==> src/rtl/riscv_pkg.sv <==
// -----------------------------------------------------------------------------
// riscv_pkg
// Shared RV32I decode definitions:
//   - RV32I base opcode constants
//   - instruction field bit positions
//   - decode-stage flush FSM state encoding (RUN / BUBBLE)
//   - is_rv32i_opcode(): legality check of a 7-bit major opcode
// No ports; imported by decode_fifo and decode_stage.
// -----------------------------------------------------------------------------
package riscv_pkg;

  localparam int INSTR_W = 32;

  localparam int OPCODE_LSB = 0;
  localparam int OPCODE_MSB = 6;
  localparam int RD_LSB     = 7;
  localparam int RD_MSB     = 11;
  localparam int FUNCT3_LSB = 12;
  localparam int FUNCT3_MSB = 14;
  localparam int RS1_LSB    = 15;
  localparam int RS1_MSB    = 19;
  localparam int RS2_LSB    = 20;
  localparam int RS2_MSB    = 24;
  localparam int FUNCT7_LSB = 25;
  localparam int FUNCT7_MSB = 31;
  localparam int IMM_LSB    = 7;
  localparam int IMM_MSB    = 31;

  localparam logic [6:0] OP_LUI    = 7'b0110111;
  localparam logic [6:0] OP_AUIPC  = 7'b0010111;
  localparam logic [6:0] OP_JAL    = 7'b1101111;
  localparam logic [6:0] OP_JALR   = 7'b1100111;
  localparam logic [6:0] OP_BRANCH = 7'b1100011;
  localparam logic [6:0] OP_LOAD   = 7'b0000011;
  localparam logic [6:0] OP_STORE  = 7'b0100011;
  localparam logic [6:0] OP_IMM    = 7'b0010011;
  localparam logic [6:0] OP_REG    = 7'b0110011;
  localparam logic [6:0] OP_FENCE  = 7'b0001111;
  localparam logic [6:0] OP_SYSTEM = 7'b1110011;

  typedef enum logic {
    RUN    = 1'b0,
    BUBBLE = 1'b1
  } state_e;

  function automatic logic is_rv32i_opcode(input logic [6:0] op);
    case (op)
      OP_LUI, OP_AUIPC, OP_JAL, OP_JALR, OP_BRANCH, OP_LOAD,
      OP_STORE, OP_IMM, OP_REG, OP_FENCE, OP_SYSTEM: return 1'b1;
      default: return 1'b0;
    endcase
  endfunction

endpackage

==> src/rtl/decode_fifo.sv <==
// -----------------------------------------------------------------------------
// decode_fifo
// Circular instruction buffer of DEPTH entries holding {instr, pc}.
// Pointers wrap explicitly from DEPTH-1 to 0 so any DEPTH (1..8) works.
// Ports:
//   clk, rst            clock, asynchronous active-high reset
//   clr                 flush: empties the buffer on the next rising edge
//   push / pop          enqueue wr_* / dequeue head (caller guarantees legality)
//   wr_instr, wr_pc     entry being written
//   head_instr, head_pc oldest entry (contents undefined when level==0)
//   level               current number of entries
// -----------------------------------------------------------------------------
module decode_fifo
  import riscv_pkg::*;
#(
  parameter int XLEN  = 32,
  parameter int DEPTH = 2
) (
  input  logic                       clk,
  input  logic                       rst,
  input  logic                       clr,
  input  logic                       push,
  input  logic                       pop,
  input  logic [INSTR_W-1:0]         wr_instr,
  input  logic [XLEN-1:0]            wr_pc,
  output logic [INSTR_W-1:0]         head_instr,
  output logic [XLEN-1:0]            head_pc,
  output logic [$clog2(DEPTH+1)-1:0] level
);

  localparam int PW = (DEPTH > 1) ? $clog2(DEPTH) : 1;
  localparam int LW = $clog2(DEPTH+1);

  logic [INSTR_W-1:0] instr_mem [DEPTH];
  logic [XLEN-1:0]    pc_mem    [DEPTH];

  logic [PW-1:0] wr_ptr_q, wr_ptr_d;
  logic [PW-1:0] rd_ptr_q, rd_ptr_d;
  logic [LW-1:0] level_q,  level_d;

  function automatic logic [PW-1:0] ptr_inc(input logic [PW-1:0] p);
    return (p == PW'(DEPTH-1)) ? '0 : p + PW'(1);
  endfunction

  always_comb begin
    wr_ptr_d = wr_ptr_q;
    rd_ptr_d = rd_ptr_q;
    level_d  = level_q;
    if (clr) begin
      wr_ptr_d = '0;
      rd_ptr_d = '0;
      level_d  = '0;
    end else begin
      if (push) wr_ptr_d = ptr_inc(wr_ptr_q);
      if (pop)  rd_ptr_d = ptr_inc(rd_ptr_q);
      case ({push, pop})
        2'b10:   level_d = level_q + LW'(1);
        2'b01:   level_d = level_q - LW'(1);
        default: level_d = level_q;
      endcase
    end
  end

  always_ff @(posedge clk or posedge rst) begin
    if (rst) begin
      wr_ptr_q <= '0;
      rd_ptr_q <= '0;
      level_q  <= '0;
    end else begin
      wr_ptr_q <= wr_ptr_d;
      rd_ptr_q <= rd_ptr_d;
      level_q  <= level_d;
    end
  end

  // Storage carries no reset: stale slots are never visible because the
  // consumer gates outputs with level.
  always_ff @(posedge clk) begin
    if (push && !clr) begin
      instr_mem[wr_ptr_q] <= wr_instr;
      pc_mem[wr_ptr_q]    <= wr_pc;
    end
  end

  assign head_instr = instr_mem[rd_ptr_q];
  assign head_pc    = pc_mem[rd_ptr_q];
  assign level      = level_q;

endmodule

==> src/rtl/decode_stage.sv <==
// -----------------------------------------------------------------------------
// decode_stage
// Buffered RV32I decode stage: accepts fetched {instr, pc} over a
// valid/ready handshake, stores them in decode_fifo, and presents the head
// entry with its fields split out. A nop (flush) empties the buffer and
// holds the stage idle for FLUSH_BUBBLES cycles.
// Optional feature macro: DECODE_ILLEGAL_CHECK_EN adds output 'illegal'.
// Ports:
//   clk, rst                    clock, asynchronous active-high reset
//   in_valid/in_ready           fetch-side handshake
//   in_instr, in_pc             fetched instruction and its address
//   nop                         flush request
//   out_valid/out_ready         execute-side handshake
//   inst, pc                    head instruction/address (zero when !out_valid)
//   rr1, rr2, rw                rs1, rs2, rd fields
//   imm, opcode, funct3, funct7 raw instruction fields
//   level                       buffer occupancy
//   illegal                     (macro only) head opcode is not RV32I
// -----------------------------------------------------------------------------
module decode_stage
  import riscv_pkg::*;
#(
  parameter int XLEN          = 32,
  parameter int DEPTH         = 2,
  parameter int FLUSH_BUBBLES = 1
) (
  input  logic                       clk,
  input  logic                       rst,
  input  logic                       in_valid,
  output logic                       in_ready,
  input  logic [31:0]                in_instr,
  input  logic [XLEN-1:0]            in_pc,
  input  logic                       nop,
  output logic                       out_valid,
  input  logic                       out_ready,
  output logic [31:0]                inst,
  output logic [XLEN-1:0]            pc,
  output logic [4:0]                 rr1,
  output logic [4:0]                 rr2,
  output logic [4:0]                 rw,
  output logic [24:0]                imm,
  output logic [6:0]                 opcode,
  output logic [2:0]                 funct3,
  output logic [6:0]                 funct7,
  output logic [$clog2(DEPTH+1)-1:0] level
`ifdef DECODE_ILLEGAL_CHECK_EN
  ,
  output logic                       illegal
`endif
);

  localparam int LW = $clog2(DEPTH+1);

  state_e              state_q, state_d;
  logic [2:0]          cnt_q, cnt_d;
  logic                push, pop;
  logic [INSTR_W-1:0]  head_instr;
  logic [XLEN-1:0]     head_pc;

  // Handshakes depend only on registered state, so out_ready never reaches
  // in_ready combinationally.
  assign in_ready  = (level < LW'(DEPTH)) && (state_q == RUN);
  assign out_valid = (level != '0) && (state_q == RUN);

  // A flush wins over any transfer on the same edge.
  assign push = in_valid && in_ready && !nop;
  assign pop  = out_valid && out_ready && !nop;

  decode_fifo #(
    .XLEN  (XLEN),
    .DEPTH (DEPTH)
  ) u_fifo (
    .clk        (clk),
    .rst        (rst),
    .clr        (nop),
    .push       (push),
    .pop        (pop),
    .wr_instr   (in_instr),
    .wr_pc      (in_pc),
    .head_instr (head_instr),
    .head_pc    (head_pc),
    .level      (level)
  );

  // Bubbles read as an all-zero word so every field is zero too.
  assign inst   = out_valid ? head_instr : '0;
  assign pc     = out_valid ? head_pc    : '0;
  assign rr1    = inst[RS1_MSB:RS1_LSB];
  assign rr2    = inst[RS2_MSB:RS2_LSB];
  assign rw     = inst[RD_MSB:RD_LSB];
  assign imm    = inst[IMM_MSB:IMM_LSB];
  assign opcode = inst[OPCODE_MSB:OPCODE_LSB];
  assign funct3 = inst[FUNCT3_MSB:FUNCT3_LSB];
  assign funct7 = inst[FUNCT7_MSB:FUNCT7_LSB];

  // Flush FSM: nop (re)loads the bubble counter; BUBBLE counts down to RUN.
  always_comb begin
    state_d = state_q;
    cnt_d   = cnt_q;
    if (nop) begin
      cnt_d   = 3'(FLUSH_BUBBLES);
      state_d = (FLUSH_BUBBLES == 0) ? RUN : BUBBLE;
    end else if (state_q == BUBBLE) begin
      cnt_d = cnt_q - 3'd1;
      if (cnt_d == 3'd0) state_d = RUN;
    end
  end

  always_ff @(posedge clk or posedge rst) begin
    if (rst) begin
      state_q <= RUN;
      cnt_q   <= '0;
    end else begin
      state_q <= state_d;
      cnt_q   <= cnt_d;
    end
  end

`ifdef DECODE_ILLEGAL_CHECK_EN
  assign illegal = out_valid &&
                   ((inst[1:0] != 2'b11) || !is_rv32i_opcode(opcode));
`endif

endmodule

==> config.mk <==
export PLATFORM = sky130hd
export DESIGN_NAME = decode_stage
export DESIGN_NICKNAME = d
export VERILOG_FILES = /design/src/rtl/riscv_pkg.sv /design/src/rtl/decode_fifo.sv /design/src/rtl/decode_stage.sv
export SDC_FILE = /design/constraint.sdc
export NUM_CORES = 1
export LEC_CHECK = 0
export ABC_CLOCK_PERIOD_IN_PS = 24600
export CAP_MARGIN = 20
export CELL_PAD_IN_SITES_DETAIL_PLACEMENT = 1
export CELL_PAD_IN_SITES_GLOBAL_PLACEMENT = 1
export CORE_MARGIN = 10
export CORE_UTILIZATION = 39
export CTS_CLUSTER_DIAMETER = 80
export DETAILED_ROUTE_END_ITERATION = 8
export PLACE_DENSITY_LB_ADDON = 0.1
export SLEW_MARGIN = 25
export SYNTH_ARGS = -nofsm -noshare
export SYNTH_HDL_FRONTEND = slang
export SYNTH_SLANG_ARGS = --single-unit
==> constraint.sdc <==
create_clock -name clk -period 24.6 [get_ports clk]
set_clock_uncertainty 0.15 [all_clocks]
set_input_delay 4.92 -clock clk [delete_from_list [all_inputs] [get_ports clk]]
set_output_delay 4.92 -clock clk [all_outputs]
set_load 0.005 [all_outputs]
==> flow_metrics.env, run 1 <==
export IMPL_worstSetupStartpointType="register"
export IMPL_area_delta_synth_final_pct=39.6
export IMPL_die_width_um=141
export IMPL_fmax_mhz=126
export IMPL_cts_setup_buffers=0
export IMPL_tns_ns=0
export IMPL_initial_core_util_pct=39.6
export IMPL_ys_seq_area_share_pct=70.8
export IMPL_ir_worst_vdd_mv=0.0506
export IMPL_cts_tree="yes"
export IMPL_status="completed"
export IMPL_dp_hpwl_um=9490
export IMPL_postCtsHoldBufs=0
export IMPL_yosys_warnings=0
export IMPL_critPathMaxFanout=44
export IMPL_post_drt_wl_per_cell_um=18.9
export IMPL_rsz0062_at_grt="no"
export IMPL_grt_max_degree=46
export IMPL_leakage_nw=2.58
export IMPL_io_buffer_count=193
export IMPL_grt_pass1_vias=3830
export IMPL_cp_arrival_ns=2.85
export IMPL_grt_overflow=0
export IMPL_final_common_cell="clkdlybuf4s50_1"
export IMPL_endpoint_kind="primary output"
export IMPL_fin_crit_sh_pct=32.2
export IMPL_layout_nets=592
export IMPL_ys_flop_type="edfxtp_1"
export IMPL_syn_cell_area_um2=5710
export IMPL_root_buffer="clkbuf_16"
export IMPL_clk_latency_ns=0.41
export IMPL_slew_viol_final=0
export IMPL_ys_seq_elements=136
export IMPL_core_area_um2=14400
export IMPL_pin_count=194
export IMPL_vias=3362
export IMPL_synth_edf_count=128
export IMPL_yosysUniqueCellTypes=27
export IMPL_drtPass1Iterations=4
export IMPL_synthXorXnorAreaFrac_pct=0.613
export IMPL_synth_fp_nets=448
export IMPL_powerDensity_nw_per_um2=76.2
export IMPL_path_clk_slew_ns=0.05
export IMPL_hold_path_class="register to register"
export IMPL_avgSynthCellArea_um2=15.2
export IMPL_fin_worst_hold_slack_ns=0.414
export IMPL_fin_util_pct=55.3
export IMPL_async_reset_ff_share_pct=5.88
export IMPL_synth_compound_area_share_pct=1.07
export IMPL_slowest_delay_ns=0.68
export IMPL_critical_path_required_ns=19.53
export IMPL_power_total_mw=0.607
export IMPL_htreeDepth=4
export IMPL_antenna_found_initial=1
export IMPL_cp_cell_sequence="buf_4 -> mux2i_1 -> nor2_1 -> clkdlybuf4s50_1"
export IMPL_drive_above_1_share_pct=7.49
export IMPL_synthMuxAreaShare_pct=11.4
export IMPL_synthCells=377
export IMPL_grt_use_total_pct=13.7
export IMPL_die_area_um2=19900
export IMPL_yosys_area_share_simple_pct=5.98
export IMPL_vias_per_cell=4.68
export IMPL_final_cell_mix="clkdlybuf4s50_1 (193), edfxtp_1 (128), nor2_1 (68)"
export IMPL_row_count=44
export IMPL_clock_path_buffers=2
export IMPL_yosys_area_share_adder_pct=0.438
export IMPL_hold_violations=0
export IMPL_cts_buffers_inserted=17
export IMPL_synth_top_family_by_area="multiplexers"
export IMPL_drtAntennaViolNets=0
export IMPL_cts_resized=0
export IMPL_cp_slowest_cell="dfrtp_4"
export IMPL_period_needed_ns=7.92
export IMPL_drcViolationCount=0
export IMPL_maxCapViolations=0
export IMPL_worst_slew_pin_slew_ns=0.783
export IMPL_worst_setup_path_type="register to primary output"
export IMPL_antenna_cells=0
export IMPL_drtIter0Drc=126
export IMPL_wirelength_um=13600
export IMPL_clock_sinks=136
export IMPL_die_y_um=141
export IMPL_setup_viol_count_final=0
export IMPL_max_slew_margin_pct=47.8
export IMPL_place_congestion=0.747
export IMPL_grt_pass1_wl_um=21000
-- power breakdown --
group	switching, mW	internal [mW]	leakage, nW
Combinational	0.0395	0.0504	1.04
Clock	0.0854	0.152	0.276
Sequential	0.00917	0.271	1.26
-- synth_stat cells (2+ instances only) --
cell | count | area, um2
xnor2_1 | 3 | 26.3
mux2i_1 | 64 | 641
nand2_1 | 3 | 11.3
o21ai_0 | 3 | 15.0
ha_1 | 2 | 25.0
inv_1 | 4 | 15.0
dfrtp_1 | 8 | 200
buf_2 | 8 | 40.0
nor2_1 | 68 | 255
edfxtp_1 | 128 | 3840
a21oi_1 | 5 | 25.0
or3_1 | 2 | 12.5
buf_4 | 64 | 480
nand2b_4 | 2 | 27.5
-- layout make-up --
cell class              instances  area, um2
flip-flops and latches        136       4050
well taps                     184        230
clock inverters                 3       40.0
multi-input cells             162       1140
repair buffers                199       1980
clock buffers                  29        520
fillers                      1395       6450
inverters                       5       18.8
-- metal layers --
metal  part of all wire (%)  track usage, %  up-vias
met1                     39            13.8     1629
met5                  0.096               0        -
li1                       -               -     1581
met2                     49            23.2      137
met4                    1.3            5.71        2
met3                     10            7.36       13
-- worst max-delay path, delay by kind of cell (launching register included) --
| kind | cells | cell delay, ns |
|---|---|---|
| multiplexers | 1 | 0.18 |
| buffers and inverters | 2 | 1.25 |
| AND/OR/NAND/NOR | 1 | 0.25 |
| flip-flops | 1 | 0.68 |
-- flip-flops by register name, summed over array words and instances (netlist names) --
register and flops:
u_fifo.level 2, u_fifo.pc_mem 64, u_fifo.instr_mem 64, state_q 1, cnt_q 3, u_fifo.rd_ptr_q 1
u_fifo.wr_ptr_q 1
-- cell families after synthesis --
group,after synthesis
mux,65
compound gates,11
xor+xnor,4
flops,136
buf+inv,79
simple gates,80
fa+ha+maj,2
-- stage by stage --
step,setup WS (ns),cells,area [um2]
floorplan,11.98,377,5710
global placement,17.12,686,7410
detailed placement,17.07,686,7410
CTS,16.61,718,7970
global route,16.52,718,7970
finish,16.68,718,7970
-- final timing paths --
check                                start                      end  slack, ns  depth (start not counted)
max reg2reg                        state_q  u_fifo.instr_mem[1][13]      22.51                          4
max                        u_fifo.rd_ptr_q                 inst[24]      16.68                          4
min                               cnt_q[0]                 cnt_q[0]       0.41                          2
min reg2reg                       cnt_q[0]                 cnt_q[0]       0.41                          2
min in group asynchronous              rst          u_fifo.level[0]       4.62                          2
max in group asynchronous              rst          u_fifo.rd_ptr_q      19.41                          2
Note: power is estimated with default switching activity, not from simulation.
==> inputs of run 2 (changes only) <==
--- a/config.mk
+++ b/config.mk
@@ -5,12 +5,12 @@
 export SDC_FILE = /design/constraint.sdc
 export NUM_CORES = 1
 export LEC_CHECK = 0
-export ABC_CLOCK_PERIOD_IN_PS = 24600
+export ABC_CLOCK_PERIOD_IN_PS = 8100
 export CAP_MARGIN = 20
 export CELL_PAD_IN_SITES_DETAIL_PLACEMENT = 1
 export CELL_PAD_IN_SITES_GLOBAL_PLACEMENT = 1
 export CORE_MARGIN = 10
-export CORE_UTILIZATION = 39
+export CORE_UTILIZATION = 36
 export CTS_CLUSTER_DIAMETER = 80
 export DETAILED_ROUTE_END_ITERATION = 8
 export PLACE_DENSITY_LB_ADDON = 0.1
==> constraint.sdc (replaced) <==
create_clock -name clk -period 8.1 [get_ports clk]
set_clock_uncertainty 0.15 [all_clocks]
set_input_delay 1.62 -clock clk [delete_from_list [all_inputs] [get_ports clk]]
set_output_delay 1.62 -clock clk [all_outputs]
set_load 0.005 [all_outputs]
==> flow_metrics.env, run 2 (synthesized netlist as in run 1, its figures left out) <==
export IMPL_final_cell_mix="clkdlybuf4s50_1 (193), edfxtp_1 (128), nor2_1 (68)"
export IMPL_rsz0062_at_grt="no"
export IMPL_initial_core_util_pct=37.2
export IMPL_grt_use_total_pct=12.8
export IMPL_root_buffer="clkbuf_16"
export IMPL_post_drt_wl_per_cell_um=18.5
export IMPL_die_width_um=146
export IMPL_clock_path_buffers=2
export IMPL_vias_per_cell=4.50
export IMPL_grt_max_degree=44
export IMPL_powerDensity_nw_per_um2=233
export IMPL_htreeDepth=4
export IMPL_r2r_end="u_fifo.pc_mem[1][3]"
export IMPL_setup_viol_count_final=0
export IMPL_path_clk_slew_ns=0.06
export IMPL_grt_overflow=0
export IMPL_worstSetupStartpointType="register"
export IMPL_final_common_cell="clkdlybuf4s50_1"
export IMPL_ir_worst_vdd_mv=0.115
export IMPL_drcViolationCount=0
export IMPL_worst_slew_pin_slew_ns=0.641
export IMPL_seqCellArea_um2=4050
export IMPL_period_needed_ns=4.59
export IMPL_row_count=45
export IMPL_hold_violations=0
export IMPL_clk_latency_ns=0.40
export IMPL_core_area_um2=15400
export IMPL_r2r_start="state_q"
export IMPL_place_congestion=0.715
export IMPL_fillers=1504
export IMPL_fin_worst_hold_slack_ns=0.416
export IMPL_wirelength_um=13800
export IMPL_cts_buffers_inserted=17
export IMPL_area_delta_synth_final_pct=40.6
export IMPL_layout_nets=592
export IMPL_drive_above_1_share_pct=7.50
export IMPL_io_buffer_count=193
export IMPL_fin_crit_sh_pct=56.6
export IMPL_clock_sinks=136
export IMPL_grt_pass1_vias=3698
export IMPL_reg_top3="u_fifo.instr_mem: 64 flops, u_fifo.pc_mem: 64 flops, cnt_q: 3 flops"
export IMPL_drtIter0Drc=129
export IMPL_maxCapViolations=0
export IMPL_antenna_cells=0
export IMPL_pin_count=194
export IMPL_timing_critical_path_to="inst[21]"
export IMPL_postCtsHoldBufs=0
export IMPL_critPathMaxFanout=34
export IMPL_reg2reg_depth=4
export IMPL_fmax_mhz=218
export IMPL_slew_viol_final=0
export IMPL_endpoint_kind="primary output"
export IMPL_cp_arrival_ns=2.82
export IMPL_dp_hpwl_um=9730
export IMPL_drtPass1Iterations=4
export IMPL_hold_path_class="register to register"
export IMPL_die_y_um=146
export IMPL_multi_input_area_um2=1160
export IMPL_cts_tree="yes"
export IMPL_antenna_found_initial=1
export IMPL_cts_resized=0
export IMPL_r2r_slack_ns=5.98
export IMPL_die_area_um2=21300
export IMPL_worst_setup_path_type="register to primary output"
export IMPL_critical_path_required_ns=6.33
export IMPL_leakage_nw=2.58
export IMPL_drtAntennaViolNets=0
export IMPL_max_slew_margin_pct=57.1
export IMPL_grt_pass1_wl_um=21200
export IMPL_cts_setup_buffers=0
export IMPL_status="completed"
export IMPL_tns_ns=0
export IMPL_crit_start="u_fifo.rd_ptr_q"
export IMPL_vias=3351
## run 2: changes by cell type in the layout (fill, tap and decap cells not counted)
cell | previous run | this run
clkbuf_8 | 5 | 0
clkbuf_1 | 7 | 3
clkinv_1 | 0 | 3
bufinv_16 | 1 | 3
clkinvlp_4 | 0 | 2
clkinv_2 | 2 | 3
nor4_2 | 1 | 0
nor4_4 | 0 | 1
nor4b_2 | 1 | 0
nor4b_4 | 0 | 1
## run 2: worst min-delay path by stage
stage / start / to / slack (ns) / cells after the start
CTS: cnt_q[0] / cnt_q[0] / 0.42 / 2
global route: cnt_q[0] / cnt_q[0] / 0.45 / 2
finish: cnt_q[0] / cnt_q[0] / 0.42 / 2
detailed placement: cnt_q[0] / cnt_q[0] / 0.40 / 2
global placement: cnt_q[0] / cnt_q[0] / 0.39 / 2
floorplan: cnt_q[0] / cnt_q[0] / 0.37 / 2
## run 2: layout make-up
type	instances	share of cell area [%]
Clock inverter	11	1.64
Timing Repair Buffer	199	24.6
Tap cell	211	3.29
Inverter	5	0.234
Multi-Input combinational cell	162	14.4
Clock buffer	20	5.44
Sequential cell	136	50.4
## run 2: layer usage
| layer | part of all wire [%] | global-route usage, % |
|---|---|---|
| met5 | 0.13 | 0 |
| met4 | 1.2 | 4.20 |
| met2 | 48 | 20.9 |
| met1 | 42 | 14.3 |
| met3 | 9.4 | 6.40 |
## run 2: critical path, stage by stage (launching register included)
cell	delay, ns
dfrtp_4	0.79
buf_4	0.60
mux2i_1	0.18
nor2_1	0.22
clkdlybuf4s50_1	0.57
## run 2: stage by stage
stage	instance area (um2)	cells	setup slack, ns	util, %	power (mW)
after CTS	8030	744	3.43	52.3	1.90
after floorplan	5730	377	2.02	-	1.01
after global placement	7460	713	3.87	48.6	1.14
final	8030	744	3.51	52.3	1.87
after global routing	8030	744	3.29	52.3	1.95
after detailed placement	7460	713	3.88	48.6	1.15
## run 2: report_power, final
group	switching (mW)	internal (mW)	leakage (nW)
sequential	0.0301	0.822	1.26
combinational	0.121	0.154	1.05
clock	0.265	0.477	0.272
